[src/rtl/ncl_sync2dr_tx.sv]
// ncl_sync2dr_tx
//   Clocked transmitter that drives a dual-rail NCL bus with four-phase
//   DATA/NULL wavefronts. A word accepted on the valid/ready side is put on
//   the bus as a DATA wavefront. The bus goes back to NULL once the receiver
//   drops its completion signal ki. The receiver must then raise ki again
//   before the next word can be accepted.
//
// Ports
//   clk        : single clock, rising edge
//   rst_n      : asynchronous active-low reset
//   in_valid   : a word is present on in_data
//   in_ready   : the block accepts a word this cycle
//   in_data    : word to transmit (WIDTH bits)
//   rail1      : true rails, bit i = 1 encodes DATA1
//   rail0      : false rails, bit i = 1 encodes DATA0
//   ki         : receiver completion, asynchronous (1 = rfd, 0 = rfn)
//   err_clr    : synchronous clear of proto_err
//   proto_err  : sticky flag, set when ki falls while the bus is NULL
//   tx_count   : number of DATA wavefronts acknowledged (wraps)
module ncl_sync2dr_tx #(
  parameter int unsigned WIDTH       = 4,
  parameter int unsigned SYNC_STAGES = 2,
  parameter int unsigned CNT_W       = 16
) (
  input  logic             clk,
  input  logic             rst_n,
  input  logic             in_valid,
  output logic             in_ready,
  input  logic [WIDTH-1:0] in_data,
  output logic [WIDTH-1:0] rail1,
  output logic [WIDTH-1:0] rail0,
  input  logic             ki,
  input  logic             err_clr,
  output logic             proto_err,
  output logic [CNT_W-1:0] tx_count
);

  typedef enum logic {
    S_NULL = 1'b0,
    S_DATA = 1'b1
  } state_t;

  state_t                 state_q, state_d;
  logic [SYNC_STAGES-1:0] sync_q, sync_d;
  logic                   ki_prev_q, ki_prev_d;
  logic [WIDTH-1:0]       rail1_q, rail1_d;
  logic [WIDTH-1:0]       rail0_q, rail0_d;
  logic                   proto_err_q, proto_err_d;
  logic [CNT_W-1:0]       tx_count_q, tx_count_d;
  logic                   ki_s;

  // Only the last stage of the synchroniser is used anywhere; raw ki feeds
  // the first flop and nothing else.
  assign ki_s = sync_q[SYNC_STAGES-1];

  always_comb begin
    sync_d      = {sync_q[SYNC_STAGES-2:0], ki};
    ki_prev_d   = ki_s;
    state_d     = state_q;
    rail1_d     = rail1_q;
    rail0_d     = rail0_q;
    tx_count_d  = tx_count_q;
    proto_err_d = proto_err_q;

    case (state_q)
      S_NULL: begin
        if (in_valid && ki_s) begin
          rail1_d = in_data;
          rail0_d = ~in_data;
          state_d = S_DATA;
        end
      end
      S_DATA: begin
        if (!ki_s) begin
          rail1_d    = '0;
          rail0_d    = '0;
          state_d    = S_NULL;
          tx_count_d = tx_count_q + CNT_W'(1);
        end
      end
      default: begin
        rail1_d = '0;
        rail0_d = '0;
        state_d = S_NULL;
      end
    endcase

    // A fall of ki_s with no DATA on the bus is an rfn without data.
    // A set takes priority over a clear in the same cycle.
    if (state_q == S_NULL && ki_prev_q && !ki_s) begin
      proto_err_d = 1'b1;
    end else if (err_clr) begin
      proto_err_d = 1'b0;
    end
  end

  always_ff @(posedge clk or negedge rst_n) begin
    if (!rst_n) begin
      state_q     <= S_NULL;
      sync_q      <= '0;
      ki_prev_q   <= 1'b0;
      rail1_q     <= '0;
      rail0_q     <= '0;
      proto_err_q <= 1'b0;
      tx_count_q  <= '0;
    end else begin
      state_q     <= state_d;
      sync_q      <= sync_d;
      ki_prev_q   <= ki_prev_d;
      rail1_q     <= rail1_d;
      rail0_q     <= rail0_d;
      proto_err_q <= proto_err_d;
      tx_count_q  <= tx_count_d;
    end
  end

  assign in_ready  = (state_q == S_NULL) && ki_s;
  assign rail1     = rail1_q;
  assign rail0     = rail0_q;
  assign proto_err = proto_err_q;
  assign tx_count  = tx_count_q;

endmodule

[config.mk]
export PLATFORM = sky130hd
export DESIGN_NAME = ncl_sync2dr_tx
export DESIGN_NICKNAME = d
export VERILOG_FILES = /design/src/rtl/ncl_sync2dr_tx.sv
export SDC_FILE = /design/constraint.sdc
export NUM_CORES = 1
export LEC_CHECK = 0
export BUFFER_PORTS_ARGS = -buffer_cell sky130_fd_sc_hd__buf_2
export CORE_ASPECT_RATIO = 0.8
export CORE_MARGIN = 1.5
export CORE_UTILIZATION = 35
export DETAILED_ROUTE_END_ITERATION = 8
export HOLD_SLACK_MARGIN = 0.12
export PLACE_DENSITY = 0.61
export SETUP_SLACK_MARGIN = 0.05
export SYNTH_ARGS = -nofsm -noshare
export SYNTH_HDL_FRONTEND = slang
export SYNTH_SLANG_ARGS = --single-unit
[constraint.sdc]
create_clock -name clk -period 2.9 [get_ports clk]
set_input_delay 0.29 -clock clk [delete_from_list [all_inputs] [get_ports clk]]
set_output_delay 0.29 -clock clk [all_outputs]
set_load 0.02 [all_outputs]
* Word level (Yosys, flattened, before mapping)
Cells that the tools add are included.
Operators by class: $add $sub $neg 1, equal/unequal tests 2, mux-type cells 10, bitwise operators 3, reduce and logical (&&, ||, !) cells 8
Operator list (count):
- adder 16 x 1 -> 16 bit, second input constant | 1
- one-hot mux 4 bit (2 select lines) | 2
- 2-to-1 mux 4 bit | 3
- logical AND 1 bit | 4
- 2-to-1 mux 1 bit | 4
- inequality test 2 bit, second input constant | 2
- inverter 4 bit | 1
- AND reduction 2 bit | 2
- inverter 1 bit | 2
- one-hot mux 1 bit (2 select lines) | 1
- nonzero test 2 bit | 1
- zero test 1 bit | 1
Storage, ports and cells: register bits after elaboration 29, input port bits 9, output and inout bits 26, logic and storage cells 31

* Logic depth before layout (Yosys ltp)
Gate-level depths: netlist of run 1.
word-level depth 4, depth in mapped cells 5

* Worst setup path after synthesis of run 1
OpenSTA, ideal clock, no wires.
kind register -> register, start register tx_count_q[0], in the netlist tx_count[0], end register tx_count_q[6], in the netlist tx_count[6], library setup time 0.080 ns, data arrival time 1.341 ns, data required time 2.820 ns, path slack 1.479 ns, stages on the path, launching flop included 6, period minus slack after synthesis 1.421 ns, cells stage by stage dfrtp_1 -> ha_1 -> nand3b_1 -> or2_1 -> nor2_1 -> xor2_1
Between the ends: word-level cells in the longest chain between the ends 1
RTL lines:
- start, declared | line 49 | logic [CNT_W-1:0] tx_count_q, tx_count_d;
- start signal, assigned | line 113 | tx_count_q <= tx_count_d;
- adder 16 x 1 -> 16 bit | line 78 | tx_count_d = tx_count_q + CNT_W'(1);
Every way passes these cells. A chain may end at the register's enable or synchronous reset.

* Worst setup path in the final report of run 1
start register state_q, end register tx_count_q[10], in the netlist tx_count[10]
Between the ends: word-level cells in the longest chain between the ends 1
RTL lines:
- start, declared | line 43 | state_t state_q, state_d;
- start signal, assigned | line 107 | state_q <= state_d;
- AND reduction 2 bit (no source line)
Every way passes these cells.

==> results of run 1 <==
sequential cells by signal, summed over array words and instances, names as in the netlist:
signal / count
tx_count: 16
rail0: 4
rail1: 4
sync_q: 2
ki_prev_q: 1
proto_err: 1
state_q: 1
critical path, cell delays in order, from the launching register on:
cell and delay [ps]:
dfrtp_1 750, nand3b_1 310, nor3_4 260, and3_1 200
xor2_1 150
cell families after synthesis:
kind of cell	synth area share, %
AOI/OAI and AO/OA	11.4
xor gates and xnor gates	10.3
adders and majority gates	0.976
buffers and inverters	1.37
DFF	56.6
and+or+nand+nor	19.3
metrics by stage:
step / power, mW / hold WS (ps) / instances / utilization (%) / area (um^2)
6_report: 1.16 / 193 / 191 / 46.9 / 1630
5_1_grt: 1.22 / 174 / 191 / 46.9 / 1630
4_1_cts: 1.17 / 185 / 191 / 46.9 / 1630
3_5_place_dp: 0.748 / 342 / 181 / 42.9 / 1490
3_3_place_gp: 0.743 / 335 / 181 / 42.9 / 1490
2_1_floorplan: 0.661 / -5.59 / 108 / - / 1280
per-layer routing:
layer,track usage (%),vias to the layer above,wire [um]
met5,0,-,0
li1,-,456,-
met1,16.8,450,1120
met3,4.59,2,96
met2,18.6,17,1110
met4,6.47,0,28
worst min path at each step:
stage                     startpoint  cells after the start   endpoint
after floorplan                rst_n                      0  ki_prev_q
after global placement     sync_q[0]                      0  sync_q[1]
final                        err_clr                      2  proto_err
after global routing         err_clr                      2  proto_err
after detailed placement   sync_q[0]                      0  sync_q[1]
after CTS                    err_clr                      2  proto_err
timing repair:
item                                   CTS  global route
gates resized for setup                  0             0
endpoints found under the hold margin   30             0
hold buffers                             2             0
report_power, final:
group	total, mW	switching, mW	leakage (nW)	internal [mW]
logic	0.221	0.134	0.415	0.0868
registers	0.520	0.0654	0.382	0.454
clock network	0.419	0.139	0.0585	0.280
layout by cell type, fill, tap and decap left out, drive strengths merged:
master	netlist	final
nor4	1	1
nand3b	1	1
and4	2	2
xnor2	11	11
clkbuf	1	7
inv	1	1
and3	2	2
o21a	1	1
a22o	12	12
nor2	4	4
xor2	4	4
nand2b	2	2
buf	2	34
nor3	2	2
nand4	3	3
dlygate4sd3	0	2
a21oi	1	1
dfrtp	29	29
nand2	17	17
ha	1	1
o21ai	5	5
or2	1	1
bufinv	0	1
nand3	2	2
nor2b	3	3
final cells by class:
cell class	count	area, um^2	area share, %
multi-input combinational	75	538	33.1
inverter	1	3.75	0.231
sequential	29	726	44.6
clock buffer	7	86.3	5.31
timing repair buffer	36	190	11.7
tap	42	52.6	3.23
clock inverter	1	30.0	1.85
==> out/results.tsv, run 1 <==
stage	metric	value	unit
die	die_w	70.6	um
setup_path	critical_path.reg2reg.startpoint	state_q	
pwr	p_per_area	712	nW/um^2
routing	drc	0	
setup_path	crit_fanout	21	
placed_design	preCtsSetupSlack	1160	ps
die	dieArea	4030	um^2
placed_design	io_buffers	34	
placed_design	gp_congestion	0.758	
logic_synthesis	synthTopCellsByArea	dfrtp_1, a22o_1, xnor2_1	
placed_design	dp_hpwl	1710	um
hold_path	hold_path_class	input port to flip-flop	
die	io_pins	35	
logic_synthesis	synth_seq_area_share	56.6	%
sta	setup_violations	0	
routing	ant_nets	0	
logic_synthesis	syn_avg_cell_area	11.9	um^2
logic_synthesis	ys.warnings.count	0	
setup_path	start_kind	flip-flop	
logic_synthesis	async_reset_ff_share	100	%
clocking	cts_max_level	2	
die	die_y	57.1	um
setup_path	r2r_cells	4	
logic_synthesis	synth.cells.most_frequent	dfrtp_1, nand2_1, a22o_1	
sta	tns	0	ps
clocking	clock_sinks	29	
logic_synthesis	synth_seq_cells	29	
pwr	ir_drop	401	uV
clocking	clk_latency	270	ps
logic_synthesis	syn_nets	118	
grt	grt_pass1_wl	3930	um
routing	via_count	925	
sta	hold_viol_final	0	
sta	clock_skew	8.35	ps
clocking	cts_tree	built	
logic_synthesis	synth_edf_count	0	
flow_run	max-cap-violations	0	
setup_path	required	3100	ps
clocking	cts-buffers-inserted	5	
routing	via_per_inst	4.84	
setup_path	crit_arrival	1940	ps
setup_path	worstSetupPathType	flip-flop to flip-flop	
sta	final.min_clock_period	1740	ps
routing	dr.pass1.iters	4	
grt	grt_max_degree	30	
die	num_rows	19	
status	status	completed	
logic_synthesis	synth_top_cell_by_area	dfrtp_1	
final_layout	nNetsFinal	158	
final_layout	drive_above_1_share	30.9	%
logic_synthesis	yosys.cell_count.top_type	dfrtp_1	
sta	rsz0062_at_grt	false	
die	core_area	3470	um^2
setup_path	r2r-end	tx_count[10]	
grt	track_usage	12.7	%
final_layout	fillers	320	
sta	fin_crit_sh	59.9	%
pwr	cellLeakagePower	0.855	nW
routing	drt_iter0_drc	42	
grt	grt_pass1_vias	858	
logic_synthesis	synth_top_area_share	56.6	%
grt	grt-ovfl-total	0	
sta	worstMarginPinSlew	638	ps
sta	setup_ws	1160	ps
grt	grt_antenna_before_repair	0	
clocking	cts-root-buf	clkbuf_8	
setup_path	endpoint	tx_count[10]	
logic_synthesis	synth.distinct_cells	27	
clocking	postCtsSetupBuffers	0	
setup_path	crit_path_start	state_q	
clocking	cts.clk_slew.worst_paths	60	ps
final_layout	syn_to_final_growth	27.0	%
setup_path	crit_path_end_kind	flip-flop	
final_layout	antennaDiodeCount	0	
logic_synthesis	synth_flop_cell	dfrtp_1	
sta	fmax	575	MHz
clocking	clock_path_buffers	2	
logic_synthesis	netlist_area	1280	um^2
routing	wl_per_cell	12.3	um
sta	max_slew_margin	57.5	%
routing	drt-total-wl	2350	um
logic_synthesis	syn_inst	108	
setup_path	r2r_setup_slack	1160	ps
sta	drv_slew	0	
die	start_util	36.9	%
No activity file was read; power rests on OpenSTA's default activity.
==> run 2: changes to the inputs <==
Settings changed: PLACE_DENSITY 0.61 to 0.63.
Clock period 2.9 ns to 1.45 ns, I/O delays scaled along.
==> out/results.tsv, run 2 (same netlist as run 1, synthesis figures left out) <==
stage	metric	value	unit
setup_path	start_kind	flip-flop	
sta	final.min_clock_period	1340	ps
setup_path	r2r_cells	4	
placed_design	gp_congestion	0.740	
final_layout	antennaDiodeCount	0	
pwr	ir_drop	868	uV
clocking	cts.clk_slew.worst_paths	50	ps
die	num_rows	19	
die	io_pins	35	
hold_path	hold_end	state_q	
routing	drt-total-wl	2400	um
final_layout	largest_reg_flops	16	
routing	wl_per_cell	11.9	um
sta	fin_crit_sh	92.6	%
pwr	cellLeakagePower	0.889	nW
sta	clock_skew	8.19	ps
final_layout	final_common_cell	buf_2	
pwr	p_per_area	1320	nW/um^2
final_layout	fillers	323	
die	dieArea	4030	um^2
setup_path	r2r_setup_slack	110	ps
grt	grt_pass1_vias	886	
placed_design	io_buffers	34	
setup_path	critical_path.reg2reg.startpoint	sync_q[1]	
routing	via_count	941	
setup_path	crit_fanout	4	
setup_path	crit_path_end_kind	flip-flop	
sta	max_slew_margin	58.1	%
final_layout	drive_above_1_share	38.4	%
grt	grt_antenna_before_repair	0	
die	die_y	57.1	um
clocking	cts-buffers-inserted	5	
routing	drc	0	
grt	grt-ovfl-total	0	
grt	grt_max_degree	30	
hold_path	hp-start	in_valid	
placed_design	placed_area	1520	um^2
sta	rsz0062_at_grt	true	
die	start_util	36.9	%
clocking	cts-root-buf	clkbuf_8	
setup_path	path_buf_inv	0	
sta	drv_slew	0	
flow_run	max-cap-violations	0	
final_layout	finish.utilization	49.1	%
die	die_w	70.6	um
setup_path	max_stage_delay	380	ps
clocking	clock_path_buffers	2	
final_layout	syn_to_final_growth	33.0	%
status	status	completed	
sta	setup_violations	0	
setup_path	crit_chain	nand2b_4, nor4_4, nand4_1, xnor2_1	
setup_path	critPathTopFamily	simple AND/OR/NAND/NOR gates	
clocking	cts_max_level	2	
routing	via_per_inst	4.68	
sta	hold_viol_final	0	
final_layout	nNetsFinal	169	
hold_path	hold_path_class	input port to flip-flop	
clocking	clk_latency	270	ps
setup_path	r2r-end	tx_count[11]	
grt	track_usage	13.0	%
setup_path	worstSetupPathType	flip-flop to flip-flop	
setup_path	crit_arrival	1490	ps
routing	ant_nets	0	
routing	drt_iter0_drc	41	
clocking	clock_sinks	29	
sta	fmax	745	MHz
final_layout	postLayoutCellArea	1700	um^2
grt	grt_pass1_wl	4020	um
die	core_area	3470	um^2
setup_path	cp_slowest_cell	dfrtp_1	
hold_path	min_path_cells	2	
final_layout	final_cell_mix	buf_2, dfrtp_1, nand2_1	
setup_path	required	1600	ps
sta	worstMarginPinSlew	629	ps
clocking	cts_tree	built	
sta	tns	0	ps
routing	dr.pass1.iters	4	
==> run 2: timing repair <==
item	4_1_cts	5_1_grt
endpoints found under the setup margin	0	7
setup buffers	0	6
hold buffers	3	0
gates resized for setup	0	5
hold endpoints to repair	31	0
==> run 2: through the flow <==
stage / hold WS (ps) / std cells / total power [mW] / setup slack, ps
floorplan: -151 / 108 / 1.33 / 78.4
global placement: 199 / 185 / 1.53 / 116
detailed placement: 206 / 185 / 1.55 / 52.5
CTS: 199 / 195 / 2.21 / 62.2
global route: 206 / 201 / 2.41 / 11.8
finish: 211 / 201 / 2.25 / 108
==> run 2: final cells by class <==
class	count	area (um^2)	area share, %
flip-flops and latches	29	731	42.9
multi-input cells	75	556	32.6
clock buffers	7	86.3	5.07
repair buffers	47	275	16.2
well taps	42	52.6	3.08
inverters	1	3.75	0.220
==> run 2: worst max path at each step <==
| stage | depth (start not counted) | from | endpoint |
|---|---|---|---|
| 6_report | 4 | sync_q[1] | tx_count[11] |
| 5_1_grt | 5 | tx_count[0] | tx_count[10] |
| 4_1_cts | 5 | tx_count[0] | tx_count[10] |
| 3_5_place_dp | 5 | tx_count[0] | tx_count[10] |
| 2_1_floorplan | 4 | tx_count[2] | tx_count[11] |
| 3_3_place_gp | 4 | sync_q[1] | tx_count[11] |
==> run 2: power by group <==
group / internal (mW) / switching (mW) / leakage [nW]
sequential: 0.915 / 0.0947 / 0.376
clock: 0.375 / 0.266 / 0.0443
combinational: 0.266 / 0.338 / 0.469
==> run 2: routing by layer <==
| layer | wire length (um) | track usage [%] | vias up |
|---|---|---|---|
| met5 | 0 | 0 | - |
| met4 | 44 | 6.47 | 0 |
| met3 | 86 | 4.42 | 5 |
| met2 | 1070 | 18.7 | 16 |
| met1 | 1200 | 17.5 | 440 |
| li1 | - | - | 480 |
==> run 3: changes to the inputs <==
Settings changed: PLACE_DENSITY 0.63 to 0.68.
==> out/results.tsv, run 3 (same netlist as run 1, synthesis figures left out) <==
stage	metric	value	unit
placed_design	dp_hpwl	1650	um
clocking	cts_max_level	2	
pwr	p_switching	720	uW
clocking	cts-root-buf	clkbuf_8	
setup_path	crit_fanout	5	
final_layout	final_common_cell	buf_2	
final_layout	syn_to_final_growth	30.5	%
final_layout	drive_above_1_share	37.4	%
setup_path	crit_path_start	tx_count[1]	
hold_path	hold_path_class	input port to flip-flop	
sta	fmax	742	MHz
routing	via_per_inst	4.85	
die	num_rows	19	
routing	wl_per_cell	12.7	um
setup_path	required	1660	ps
hold_path	min_path_cells	2	
setup_path	start_kind	flip-flop	
grt	grt_antenna_before_repair	0	
grt	grt_max_degree	30	
clocking	clk_latency	280	ps
grt	track_usage	12.8	%
pwr	p_per_area	1360	nW/um^2
die	die_w	70.6	um
sta	final.min_clock_period	1350	ps
clocking	cts_tree	built	
placed_design	gp_congestion	0.749	
die	core_area	3470	um^2
setup_path	r2r-end	tx_count[10]	
sta	clock_skew	7.21	ps
grt	grt_pass1_wl	3930	um
clocking	clock_sinks	29	
sta	max_slew_margin	58.2	%
pwr	seq_power_share	44.9	%
pwr	power.share.clock	31.9	%
routing	drt_iter0_drc	61	
setup_path	crit_path_end_kind	flip-flop	
setup_path	cp_slowest_cell	dfrtp_2	
die	start_util	36.9	%
die	io_pins	35	
pwr	cellLeakagePower	0.874	nW
final_layout	finish.utilization	48.2	%
final_layout	nNetsFinal	164	
die	die_y	57.1	um
setup_path	worstSetupPathType	flip-flop to flip-flop	
setup_path	crit_chain	ha_1, nand3b_1, nor3_4, and3_1, xor2_1	
sta	setup_violations	0	
final_layout	final_cells	197	
setup_path	crit_cells	5	
pwr	pwr-share-comb	23.1	%
sta	rsz0062_at_grt	true	
routing	dr.pass1.iters	4	
final_layout	antennaDiodeCount	0	
routing	ant_nets	0	
grt	grt_pass1_vias	837	
sta	worstMarginPinSlew	626	ps
setup_path	critical_path.reg2reg.startpoint	tx_count[1]	
die	dieArea	4030	um^2
routing	drc	0	
clocking	cts-buffers-inserted	5	
final_layout	largest_reg_flops	16	
sta	hold_viol_final	0	
setup_path	crit_arrival	1560	ps
routing	drt-total-wl	2510	um
flow_run	max-cap-violations	0	
final_layout	final_cell_mix	buf_2, dfrtp_1, nand2_1	
sta	fin_crit_sh	92.9	%
setup_path	r2r_setup_slack	100	ps
sta	drv_slew	0	
pwr	ir_drop	621	uV
setup_path	path_buf_inv	0	
setup_path	r2r_cells	5	
pwr	swShare	31.6	%
placed_design	dp.cells	183	
setup_path	endpoint	tx_count[10]	
setup_path	critPathTopFamily	simple AND/OR/NAND/NOR gates	
grt	grt-ovfl-total	0	
status	status	completed	
clocking	cts.clk_slew.worst_paths	70	ps
routing	via_count	955	
pwr	p_int	1.56	mW
placed_design	io_buffers	34	
pwr	p_total	2.28	mW
setup_path	max_stage_delay	390	ps
sta	tns	0	ps
clocking	clock_path_buffers	2	
## run 3: worst min path at each step
stage	from	to	slack, ps
finish	in_valid	state_q	220
global route	in_valid	state_q	220
CTS	in_valid	state_q	200
detailed placement	rst_n	rail1[3]	200
global placement	rst_n	rail1[2]	190
floorplan	rst_n	ki_prev_q	-150
## run 3: worst reg2reg max path, delay by kind of cell, from the launching register on
family,cells,cell delay [ps]
adder cells (fa/ha/maj),1,160
AND/OR/NAND/NOR,3,590
XOR/XNOR,1,140
flip-flops,1,390
## run 3: final cells by class
| type | count | area [um^2] |
|---|---|---|
| Tap cell | 42 | 52.6 |
| Sequential cell | 29 | 731 |
| Timing Repair Buffer | 42 | 238 |
| Fill cell | 315 | 1800 |
| Multi-Input combinational cell | 75 | 546 |
| Inverter | 1 | 3.75 |
| Clock inverter | 1 | 5.00 |
| Clock buffer | 7 | 96.3 |
## run 3: what timing repair did
item	CTS	global route
hold buffers	3	0
buffers inserted	0	3
hold endpoints to repair	31	0
endpoints found under the setup margin	0	7
gates resized for setup	0	4
## run 3: stage by stage
stage | instance area (um^2) | hold slack (ps) | setup WS (ps)
floorplan | 1280 | -151 | 78.4
global placement | 1510 | 193 | 102
detailed placement | 1510 | 204 | 88.3
CTS | 1640 | 201 | 67.6
global route | 1670 | 222 | 14.1
finish | 1670 | 217 | 103
## run 3: power groups by stage
stage | Sequential, mW | Clock [mW] | Combinational, mW
final | 1.02 | 0.728 | 0.527
after global routing | 1.04 | 0.779 | 0.574
after CTS | 1.03 | 0.744 | 0.467
after detailed placement | 1.04 | 0 | 0.459
after global placement | 1.03 | 0 | 0.460
after floorplan | 1.14 | 0 | 0.185
## run 3: routing by layer
layer,GRT usage [%],wire length [um]
met2,17.1,1090
met3,5.12,145
met4,5.66,49
met1,18.5,1230
met5,0,0
